<file path="config.mk">
export PLATFORM = sky130hd
export DESIGN_NAME = fetch_ctrl
export DESIGN_NICKNAME = d
export VERILOG_FILES = /design/src/rtl/fetch_ctrl.sv
export SDC_FILE = /design/constraint.sdc
export NUM_CORES = 1
export LEC_CHECK = 0
export CORE_UTILIZATION = 43
export CTS_CLUSTER_DIAMETER = 120
export CTS_CLUSTER_SIZE = 20
export DETAILED_ROUTE_END_ITERATION = 7
export PLACE_DENSITY = 0.85
export SYNTH_ARGS = -nofsm -noshare
export SYNTH_HDL_FRONTEND = slang
export SYNTH_SLANG_ARGS = --single-unit
</file>
<file path="constraint.sdc">
create_clock -name clk -period 2.2 [get_ports clk]
set_input_delay 0.55 -clock clk [delete_from_list [all_inputs] [get_ports clk]]
set_output_delay 0.55 -clock clk [all_outputs]
set_load 0.02 [all_outputs]
</file>
<file path="src/rtl/fetch_ctrl.sv">
//==============================================================================
// Module      : fetch_ctrl
// Description : Instruction fetch sequencer. For each instruction it captures
//               the start-register address, issues a memory read, hands the
//               returned word to the consumer, then strobes the start register
//               to advance. Runs once per fetch_start (run=0) or back to back
//               (run=1) until run drops or stop is raised.
//
// Parameters  : WORD_W   - instruction word width
//               TIMEOUT  - memory-ack watchdog limit in REQ cycles
//                          (only with FETCH_TIMEOUT_EN)
//
// Ports       : clk               in   clock, all state on rising edge
//               reset             in   synchronous active-high reset
//               fetch_start       in   one-cycle fetch request (IDLE only)
//               run               in   1 = continuous, 0 = single step
//               stop              in   halt request, honoured at INC
//               reg_start_value   in   [11:0] current start-register address
//               mem_req           out  memory read request
//               mem_addr          out  [11:0] read address, stable during req
//               mem_ack           in   read acknowledge (REQ only)
//               mem_rdata         in   [WORD_W-1:0] read data
//               instr_valid       out  instruction word available
//               instr_word        out  [WORD_W-1:0] fetched word
//               instr_addr        out  [11:0] address the word came from
//               instr_taken       in   consumer accepts the word
//               do_reg_start_inc  out  one-cycle start-register increment
//               busy              out  high whenever not IDLE
//               fetch_fault       out  sticky watchdog fault
//
// Macro       : FETCH_TIMEOUT_EN - enables the REQ watchdog and fetch_fault.
//               Without it REQ waits forever and fetch_fault is tied low.
//
// Revision    : 1.0 - initial release
//==============================================================================
`default_nettype none

module fetch_ctrl #(
  parameter int WORD_W  = 31,
  parameter int TIMEOUT = 255
) (
  input  logic              clk,
  input  logic              reset,
  input  logic              fetch_start,
  input  logic              run,
  input  logic              stop,
  input  logic [11:0]       reg_start_value,
  output logic              mem_req,
  output logic [11:0]       mem_addr,
  input  logic              mem_ack,
  input  logic [WORD_W-1:0] mem_rdata,
  output logic              instr_valid,
  output logic [WORD_W-1:0] instr_word,
  output logic [11:0]       instr_addr,
  input  logic              instr_taken,
  output logic              do_reg_start_inc,
  output logic              busy,
  output logic              fetch_fault
);

  typedef enum logic [2:0] {
    S_IDLE = 3'd0,
    S_ADDR = 3'd1,
    S_REQ  = 3'd2,
    S_HOLD = 3'd3,
    S_INC  = 3'd4
  } state_t;

  state_t      r_state;
  logic [11:0] r_addr_q;

  // r_addr_q is only written in ADDR, while mem_req is low, so the address
  // presented to memory cannot move during an outstanding request.
  assign mem_addr = r_addr_q;

`ifdef FETCH_TIMEOUT_EN
  localparam int c_cnt_w = (TIMEOUT < 2) ? 2 : $clog2(TIMEOUT + 1);
  // Count value seen on the clock edge that ends the TIMEOUT-th REQ cycle.
  localparam logic [c_cnt_w-1:0] c_cnt_last = c_cnt_w'(TIMEOUT - 1);

  logic [c_cnt_w-1:0] r_to_cnt;
  logic               r_fault;

  assign fetch_fault = r_fault;
`else
  assign fetch_fault = 1'b0;

  // TIMEOUT only matters with the watchdog built in.
  logic w_unused_timeout;
  assign w_unused_timeout = (TIMEOUT > 0);
`endif

  // Single sequential process: state plus all registered outputs.
  // Every output changes on the same edge as the state it belongs to, so
  // mem_req/instr_valid/do_reg_start_inc/busy are exact decodes of the
  // state register without any combinational path from inputs.
  always_ff @(posedge clk) begin
    if (reset) begin
      r_state          <= S_IDLE;
      r_addr_q         <= 12'd0;
      mem_req          <= 1'b0;
      instr_valid      <= 1'b0;
      instr_word       <= '0;
      instr_addr       <= 12'd0;
      do_reg_start_inc <= 1'b0;
      busy             <= 1'b0;
`ifdef FETCH_TIMEOUT_EN
      r_to_cnt         <= '0;
      r_fault          <= 1'b0;
`endif
    end else begin
      case (r_state)
        S_IDLE: begin
          if (fetch_start) begin
            r_state <= S_ADDR;
            busy    <= 1'b1;
`ifdef FETCH_TIMEOUT_EN
            // A newly accepted fetch clears the previous fault.
            r_fault <= 1'b0;
`endif
          end
        end

        S_ADDR: begin
          // Sampled one cycle after the INC strobe in continuous mode, so
          // the start register has already advanced.
          r_addr_q <= reg_start_value;
          mem_req  <= 1'b1;
          r_state  <= S_REQ;
`ifdef FETCH_TIMEOUT_EN
          r_to_cnt <= '0;
`endif
        end

        S_REQ: begin
          if (mem_ack) begin
            instr_word  <= mem_rdata;
            instr_addr  <= r_addr_q;
            mem_req     <= 1'b0;
            instr_valid <= 1'b1;
            r_state     <= S_HOLD;
          end
`ifdef FETCH_TIMEOUT_EN
          else if (r_to_cnt == c_cnt_last) begin
            // Abandon the fetch: no hand-off and no start-register advance.
            mem_req <= 1'b0;
            busy    <= 1'b0;
            r_fault <= 1'b1;
            r_state <= S_IDLE;
          end else begin
            r_to_cnt <= r_to_cnt + c_cnt_w'(1);
          end
`endif
        end

        S_HOLD: begin
          if (instr_taken) begin
            instr_valid      <= 1'b0;
            do_reg_start_inc <= 1'b1;
            r_state          <= S_INC;
          end
        end

        S_INC: begin
          do_reg_start_inc <= 1'b0;
          // stop is only looked at here, so an in-flight fetch always
          // completes and hands off before halting.
          if (run && !stop) begin
            r_state <= S_ADDR;
          end else begin
            r_state <= S_IDLE;
            busy    <= 1'b0;
          end
        end

        default: begin
          r_state          <= S_IDLE;
          mem_req          <= 1'b0;
          instr_valid      <= 1'b0;
          do_reg_start_inc <= 1'b0;
          busy             <= 1'b0;
        end
      endcase
    end
  end

endmodule

`default_nettype wire
</file>
==> flow_summary.toml, run 1 <==
[final_layout]
utilization_pct = 72.9
final_cell_mix = "nand2_1 (112), clkdlybuf4s50_1 (107), dfxtp_1 (62), a21oi_1 (60), clkbuf_8 (10)"
drive_gt1_share_pct = 5.73
layout.nets = 429
final_common_cell = "nand2_1"
area_growth_pct = 58.8
antenna_cells = 0

[timing]
fin_setup_tns_ns = 0
whs_ns = 0.451
fmax_ghz = 0.534
post-route-period-util_pct = 85.1
clock_skew_ns = 0.00626
fin_crit_ns = 1.87
hold_viol = 0
setup_viol = 0
rsz0062_at_grt = "no"
drv_slew = 0

[run_status]
status = "finished clean"

[clock_tree]
cts_tree = "done"
clockRootBuffer = "clkbuf_8"
path_clk_slew_ns = 0.06
cts-htree-levels = 3
ctsResizeCount = 0
post-cts-setup-buffer-count = 0
cts_hold_buf = 0
clock_latency_ns = 0.33
cts-buffers-inserted = 9
clock-sinks = 62
clock_path_buffers = 2

[synthesis]
synth_area_um2 = 2240
syn_avg_cell_area_um2 = 8.04
synth_cell_type_count = 26
synth_edf_count = 0
synth_flop_cell = "dfxtp_1"
async_flop_share_pct = 0
synth_nets = 329
ys_ff_latch = 62
synthTopCellsByArea = "dfxtp_1 (55%), nand2_1 (19%), a21oi_1 (13%), buf_2 (2.2%), clkbuf_1 (1.7%)"
synth_seq_area_share_pct = 55.4
yosys.area.top_type_share_pct = 55.4
yosys.area.top_type = "dfxtp_1"
synthCells = 279
ys_warn_count = 0

[power]
peakVddDrop_mv = 0.507
p_switching_w = 0.000617
pwr-share-clk_pct = 40.7
switching_share_pct = 23.3
p_total_w = 0.00264
leakagePower_nw = 1.23
p_seq_share_pct = 45.5
cell_internal_pwr_w = 0.00203
p_comb_share_pct = 13.8
p_per_area_nw_per_um2 = 743

[critical_path]
cp_cell_sequence = "clkdlybuf4s50_1"
critical_path.max_fanout = 3
max_stage_delay_ns = 0.63
end_kind = "output pin"
required_ns = 1.65
cp_num_buf_inv = 1
path_class = "flop to output pin"
crit_slowest_cell = "clkdlybuf4s50_1"
start_kind = "flop"
crit_arrival_ns = 1.32
cp_top_family = "buffers and inverters"

[drt]
wl_um = 5690
ant_nets = 0
vias = 2182
drc = 0
drtIter0Drc = 86
detail_route.wl_per_cell_um = 12.6
vias_per_cell = 4.84
drtPass1Iterations = 4

[flow_run]
maxCapViolCount = 0

[die]
dieArea_um2 = 5510
fp.dieW_um = 74.2
std_cell_rows = 25
die_y_um = 74.2
start_util_pct = 45.9
io_pins = 110
core_um2 = 4880

[global_route]
grt-ovfl-total = 0
track_usage_pct = 20.9
antenna_found_initial = 0
grt_start_max_net_pins = 47
first_global_vias = 1952
grt_pass1_wl_um = 8620

[placement]
hpwl_um = 3740
gp_congestion = 0.766
port_buffers = 108

[min_path]
min_path_type = "flop to flop"
## per-layer routing
metal / share of wire, % / track usage (%) / up-vias
met1: 40 / 23.2 / 979
met4: 1.2 / 9.43 / 0
met3: 11 / 9.08 / 6
met5: 0 / 0 / -
li1: - / - / 1106
met2: 47 / 34.8 / 91
## cell families (layout without fill, tap and decap cells)
| logic type | count (synthesis) | in the layout | share of synthesized area (%) |
|---|---|---|---|
| compound gates | 66 | 66 | 15.2 |
| buf+inv | 23 | 128 | 5.25 |
| flops | 62 | 62 | 55.4 |
| mux | 1 | 1 | 0.446 |
| other cells | 1 | 1 | 0.167 |
| simple gates | 126 | 126 | 23.6 |
## worst paths after layout
check                                   start                     endpoint  slack [ns]  cells after the start
setup reg to reg      r_state[0]$_SDFFE_PP0P_   instr_addr[0]$_SDFFE_PP0P_        0.72                      4
setup / recovery    mem_addr[11]$_SDFFE_PP0P_                 mem_addr[11]        0.33                      1
hold reg to reg   instr_addr[11]$_SDFFE_PP0P_  instr_addr[11]$_SDFFE_PP0P_        0.45                      2
hold / removal    instr_addr[11]$_SDFFE_PP0P_  instr_addr[11]$_SDFFE_PP0P_        0.45                      2
## cells in the mapped netlist, drive strengths merged, types with 2 or more instances
master and number:
o21a 2, a21oi 60, dfxtp 62, nand2 112, buf 13, clkbuf 10, nor3b 2, nor2 2
## power groups by stage
stage / logic [W] / clock network, W / registers, W
after floorplan: 0.000130 / 0 / 0.00127
after global placement: 0.000361 / 0 / 0.00123
after detailed placement: 0.000366 / 0 / 0.00123
after CTS: 0.000368 / 0.00110 / 0.00120
after global routing: 0.000391 / 0.00116 / 0.00121
final: 0.000365 / 0.00108 / 0.00120
## registers in the layout (all words and copies together) (netlist names)
name,cells
busy,1
do_reg_start_inc,1
instr_addr,12
instr_valid,1
instr_word,31
mem_addr,12
mem_req,1
r_state,3
## final cells by class
cell class	instances	area [µm²]
tap	67	83.8
sequential	62	1240
multi-input combinational	194	888
clock inverter	4	70.1
timing repair buffer	112	1130
clock buffer	12	145
fill	385	1320
## through the flow
step | cell area, µm² | worst slack [ns] | instances
4_1_cts | 3560 | 0.314 | 451
6_report | 3560 | 0.328 | 451
3_3_place_gp | 3340 | 0.364 | 435
3_5_place_dp | 3340 | 0.304 | 435
2_1_floorplan | 2240 | 0.884 | 279
5_1_grt | 3560 | 0.271 | 451
(Power assumes the default switching activity.)
==> inputs of run 2 (changes only) <==
- CORE_UTILIZATION: 43 -> 40
- PLACE_DENSITY: 0.85 -> 0.79
- clock period: 2.2 -> 2 ns (I/O delays scaled with it)
==> flow_summary.toml, run 2 (synthesis results as in run 1) <==
[final_layout]
layout.nets = 430
nFillCells = 459
seq_area_um2 = 1240
area_growth_pct = 59.5
largest-register = "instr_word"
multi_input_area_um2 = 888
utilization_pct = 68.3
largest_reg_flops = 31
final_cell_mix = "nand2_1 (112), clkdlybuf4s50_1 (107), dfxtp_1 (62), a21oi_1 (60), clkbuf_8 (12)"
antenna_cells = 0
final_common_cell = "nand2_1"
drive_gt1_share_pct = 6.25

[run_status]
status = "finished clean"

[critical_path]
path_class = "flop to output pin"
start_kind = "flop"
r2r_slack_ns = 0.58
crit_arrival_ns = 1.33
cp_cell_sequence = "clkdlybuf4s50_1"
reg2regPathDepth = 4
cp_top_family = "buffers and inverters"
regToRegEndpoint = "instr_addr[5]$_SDFFE_PP0P_"
crit_slowest_cell = "clkdlybuf4s50_1"
end_kind = "output pin"
crit_end = "mem_addr[11]"
required_ns = 1.50
max_stage_delay_ns = 0.62
cp.depth = 1
critical_path.max_fanout = 3
critPathLaunch = "mem_addr[11]$_SDFFE_PP0P_"
cp_num_buf_inv = 1
r2r_start = "r_state[1]$_SDFFE_PP0P_"

[clock_tree]
cts_hold_buf = 0
clock_latency_ns = 0.33
clock_path_buffers = 2
cts-htree-levels = 3
post-cts-setup-buffer-count = 0
clockRootBuffer = "clkbuf_8"
cts-buffers-inserted = 9
path_clk_slew_ns = 0.07
clock-sinks = 62
ctsResizeCount = 0
cts_tree = "done"

[global_route]
track_usage_pct = 19.7
antenna_found_initial = 0
grt_start_max_net_pins = 45
first_global_vias = 2028
grt-ovfl-total = 0
grt_pass1_wl_um = 9160

[die]
die_y_um = 76.9
start_util_pct = 42.8
std_cell_rows = 26
fp.dieW_um = 76.9
io_pins = 110
core_um2 = 5240
dieArea_um2 = 5910

[drt]
detail_route.wl_per_cell_um = 12.4
wl_met2_um = 2700
vias_per_cell = 4.81
drtPass1Iterations = 4
vias = 2182
met3_length_um = 499
drc = 0
wl_um = 5610
met1Wirelength_um = 2370
drtIter0Drc = 72
ant_nets = 0
topRoutingLayerUsed = "met4"

[power]
leakagePower_nw = 1.23
peakVddDrop_mv = 0.504
p_per_area_nw_per_um2 = 797

[flow_run]
maxCapViolCount = 0

[placement]
port_buffers = 108
pre_cts_ws_ns = 0.158
gp_congestion = 0.771
hpwl_um = 3820

[timing]
clock_skew_ns = 0.00483
setup_viol = 0
fmax_ghz = 0.547
rsz0062_at_grt = "no"
fin_crit_ns = 1.83
fin_setup_tns_ns = 0
hold_viol = 0
drv_slew = 0
post-route-period-util_pct = 91.4
setup_ws_ns = 0.172

[min_path]
hold_start = "instr_addr[11]$_SDFFE_PP0P_"
min_path_type = "flop to flop"
[run 2: power breakdown]
part	internal (W)	total (W)	switching, W
registers	0.00128	0.00132	0.0000400
logic	0.000216	0.000403	0.000187
clock network	0.000668	0.00112	0.000454
[run 2: worst min-delay path by stage]
stage                                             end  slack [ns]  depth (start not counted)
after detailed placement   instr_addr[3]$_SDFFE_PP0P_        0.45                          2
after global routing      instr_word[25]$_SDFFE_PP0P_        0.47                          2
after CTS                  instr_addr[3]$_SDFFE_PP0P_        0.45                          2
after floorplan           instr_addr[10]$_SDFFE_PP0P_        0.53                          2
final                     instr_addr[11]$_SDFFE_PP0P_        0.45                          2
after global placement    instr_word[30]$_SDFFE_PP0P_        0.44                          2
[run 2: metrics by stage]
step                      instance area [µm²]  instances  power (W)  hold slack (ns)
after detailed placement                 3370        439    0.00176            0.446
after floorplan                          2240        279    0.00154            0.533
after CTS                                3580        454    0.00289            0.455
final                                    3580        454    0.00285            0.454
after global placement                   3370        439    0.00175            0.440
after global routing                     3580        454    0.00299            0.474
[run 2: metal layers]
| metal | up-vias | track usage, % |
|---|---|---|
| met1 | 989 | 22.1 |
| met5 | - | 0 |
| met3 | 5 | 7.74 |
| met4 | 0 | 10.6 |
| li1 | 1107 | - |
| met2 | 81 | 31.9 |
[run 2: area by class of cell]
cell class,instances,area share [%]
Clock inverter,3,1.19
Tap cell,70,2.45
Multi-Input combinational cell,194,24.8
Sequential cell,62,34.7
Timing Repair Buffer,113,32.2
Clock buffer,12,4.62
==> inputs of run 3 (changes only) <==
- SLEW_MARGIN: not set -> 20
==> results of run 3 <==
The final DEF is identical to that of run 2; final timing and power are the same.
==> edit 1 (settings of run 3) <==
The option `FETCH_TIMEOUT_EN` is turned on by a define.
--- a/src/rtl/fetch_ctrl.sv
+++ b/src/rtl/fetch_ctrl.sv
@@ -36,2 +36,4 @@
 `default_nettype none
+
+`define FETCH_TIMEOUT_EN
 
Function: same outputs for any inputs over 10 cycles, from zero or initial values and one cycle with reset high; that may be too few to reach the edited logic, so the function may still have changed.
==> edit 1 against run 3 <==
  * The flow now finishes with violations (DRC)
  * Sequential cell count increased by 9
  * Critical path depth rose by 3
  * Worst hold slack worse by 0.0011 ns
  * Via count up 22%
  * Non-clock buffer count increased by 11
  * Routed wire length increased by 23%
  * Cell area is 14% higher
  * Setup slack lost 0.11 ns
  * Power up 2.7%
  * Area after synthesis is 21% higher
  * Fmax fell by 5.6%
  * Synthesized cell count grew 22%
  * Die area increased by 20%
  * Largest power group unchanged
==> edit 1: results (changes against run 3) <==
The number of distinct standard cells referenced by the synthesized netlist came to 35 (was 26). The total length of routed met3 wires is 457 microns (was 499 microns). The number of cells in the design after placement came to 517 (was 439).

The final reports fail on DRC. The first-pass iteration count of the detailed router is 6 (was 4). The post-detailed-placement cell area was 3910 sq um (was 3370 sq um). The met2 demand-to-capacity share in global routing is 34.5% (was 31.9%). The data arrival time of the critical path is 2.19 ns (was 1.33 ns). The startpoint of the worst setup timing path was mem_ack (was mem_addr[11]). Outcome: finished, violations left (was finished clean). The source of the worst register-to-register timing path is r_to_cnt[1] (was r_state[1]). The post-layout minimum cycle time is 1.94 ns (was 1.83 ns). The beginning of the worst hold path is instr_word[9] (was instr_addr[11]). The worst setup path endpoint is r_to_cnt[7] (was mem_addr[11]). The post-synthesis adder-cell area fraction is 0.925% (was 0%). The starting DRC count in detailed routing was 98 (was 72).

The worst reg-to-reg setup slack came out at 0.29 ns (was 0.58 ns). The post-detailed-route DRC marker count is 20 (was 0). The cell at the slowest stage of the critical path is sky130_fd_sc_hd__or4b_4 (was sky130_fd_sc_hd__clkdlybuf4s50_1). The met1 wire length is 2990 microns (was 2370 microns). The total track usage was 19.6% (was 19.7%). The overall via count from detail_route is 2670 (was 2182). The met1 routing resource usage after global routing is 22.9% (was 22.1%). The reported leakage power was 1.39 nW (was 1.23 nW).

The largest stage delay on the critical path is 0.52 ns (was 0.62 ns). The setup clock skew after layout came out at 0.00780 ns (was 0.00483 ns). The worst-case reg-to-reg path depth came to 6 (was 4). The number of global-route vias before repair is 2501 (was 2028).

The count of buffers inserted at the top-level ports is 109 (was 108). The post-synthesis compound-gate area fraction came out at 17.3% (was 15.2%).
==> edit 1: cell types whose count changed in the layout (fill, tap and decap cells not counted), sizes merged, moves of 5 or more <==
| cell | change |
|---|---|
| o21ai | +5 |
| a21oi | +8 |
| nand3 | +8 |
| dfxtp | +9 |
| nand2 | +5 |
| buf | +10 |
==> edit 1: report_power, final <==
group	leakage [nW]	switching, mW	internal, mW
Sequential	0.575	0.0337	1.47
Combinational	0.733	0.253	0.248
Clock	0.0805	0.496	0.426
==> edit 1: critical path: cells and delay by family <==
family | cells | cell delay [ns]
simple gates | 2 | 1.03
compound gates | 1 | 0.22
buf+inv | 1 | 0.44
==> edit 1: layout make-up <==
type / count / area [sq um]
fill: 555 / 2360
clock inverter: 5 / 27.5
timing repair buffer: 124 / 1210
inverter: 2 / 7.51
multi-input combinational: 243 / 1180
sequential: 71 / 1420
clock buffer: 9 / 124
tap: 77 / 96.3
==> edit 2 (flow settings as in run 3) <==
Without the edit above. Reset style: asynchronous (`reset`), changed in one clocked block. Comments in the files are not updated.
--- a/src/rtl/fetch_ctrl.sv
+++ b/src/rtl/fetch_ctrl.sv
@@ -96,3 +96,3 @@
   // state register without any combinational path from inputs.
-  always_ff @(posedge clk) begin
+  always_ff @(posedge clk or posedge reset) begin
     if (reset) begin
Formal check against the unedited RTL: differs if reset is asserted again (counterexample within 4 cycles, from zero or initial values and one cycle with reset high); with reset held inactive, the same outputs for 10 cycles.
==> edit 2 against run 3 <==
  * Non-clock buffer count grew 1
  * Sequential cell count is the same
  * Worst hold slack gained 0.058 ns
  * First-iteration DRC count shrank 57%
  * Setup slack gained 0.0023 ns
  * Routed wire length shrank 8.1%
  * Cell area grew 8.9%
  * Area after synthesis grew 14%
  * Largest cell class unchanged
Power is not compared: it rests on default switching activity, and its combinational part moved more than twofold at a synthesized area within 25%.
==> edit 2: results (changes against run 3) <==
Outcome: finished clean (unchanged). The largest stage delay on the critical path was 0.64 ns (was 0.62 ns). The number of cells produced by synthesis came out at 153 (was 279).

The sequential area share after synthesis is 60.5% (was 55.4%). The mean number of vias per cell came to 4.71 (was 4.81). The hold-fix buffer count after cts came out at 0 (unchanged).

The maximum clock insertion buffer count came to 2 (unchanged). The overall via count from detail_route came out at 1628 (was 2182). The setup clock skew after layout came to 0.00300 ns (was 0.00483 ns).

The post-detailed-placement cell area came out at 3730 sq um (was 3370 sq um). The final weighted congestion in routability-driven placement is 0.686 (was 0.771). The proportion of synthesized flip-flops having asynchronous set or reset came out at 100% (was 0%). The largest net degree at the start of global routing came out at 32 (was 45). The routed wire length per instance came out at 14.9 microns (was 12.4 microns). The total track usage came out at 16.1% (was 19.7%).

The setup fix buffers added after clock tree synthesis came out at 0 (unchanged). The cell at the slowest stage of the critical path is sky130_fd_sc_hd__clkdlybuf4s50_1 (unchanged). The wire length of the first global-routing pass came out at 7920 microns (was 9160 microns).

The count of yosys warnings during synthesis came to 0 (unchanged). The post-detailed-placement half-perimeter wirelength is 3830 microns (was 3820 microns). The number of gates resized after CTS came out at 0 (unchanged). Top post-synthesis cells by area: sky130_fd_sc_hd__dfrtp_1 (60%), sky130_fd_sc_hd__mux2_4 (23%), sky130_fd_sc_hd__mux2_2 (7.0%) (was sky130_fd_sc_hd__dfxtp_1 (55%), sky130_fd_sc_hd__nand2_1 (19%), sky130_fd_sc_hd__a21oi_1 (13%)).

The number of distinct standard cells referenced by the synthesized netlist came out at 21 (was 26). The net count of the mapped netlist came out at 203 (was 329). The starting DRC count in detailed routing came out at 31 (was 72). The predominant post-synthesis flop cell is sky130_fd_sc_hd__dfrtp_1 (was sky130_fd_sc_hd__dfxtp_1). The first-pass iteration count of the detailed router is 2 (was 4). The count of buffers inserted at the top-level ports is 108 (unchanged). The net count of the finished layout is 319 (was 430).

The number of cells in the design after placement is 333 (was 439).
-- edit 2: area by class of cell --
type / instances / area [sq um]
repair buffers: 114 / 1150
inverters: 2 / 11.3
clock buffers: 11 / 151
clock inverters: 2 / 10.0
multi-input cells: 80 / 926
fillers: 473 / 2170
well taps: 75 / 93.8
flip-flops and latches: 62 / 1550
-- edit 2: report_power, final --
group / switching (mW) / internal, mW
registers: 0.445 / 1.91
logic: 1.49 / 2.12
clock network: 0.425 / 0.492
-- edit 2: final timing paths --
kind                                start                to  slack (ns)  cells after the start
max                           mem_addr[7]       mem_addr[7]        0.17                      1
min                        instr_word[15]    instr_word[15]        0.51                      1
max reg2reg                    r_state[2]    instr_word[29]        0.42                      3
min reg2reg                instr_word[15]    instr_word[15]        0.51                      1
max in group asynchronous           reset  do_reg_start_inc        1.06                      3
min in group asynchronous           reset     instr_word[4]        0.64                      3
-- edit 2: logic make-up after synthesis --
family | Yosys count | share of synthesized area (%)
AO/OA/AOI/OAI | 10 | 2.10
other | 1 | 0.146
buffers and inverters | 11 | 3.56
AND/OR/NAND/NOR | 13 | 3.46
flip-flops | 62 | 60.5
multiplexers | 56 | 30.2
-- edit 2: per-layer routing --
metal	part of all wire (%)	global-route usage, %	wire (microns)
met3	8.5	6.00	438
met1	44	21.6	2290
met4	1.2	6.32	63
met5	0	0	0
met2	46	23.6	2370
-- edit 2: metrics by stage --
stage	setup WS, ns	hold WS [ns]	util [%]
finish	0.174	0.511	64.3
CTS	0.144	0.514	64.3
floorplan	0.593	0.574	-
detailed placement	0.0513	0.498	61.6
global route	0.122	0.520	64.3
global placement	0.0733	0.490	61.6
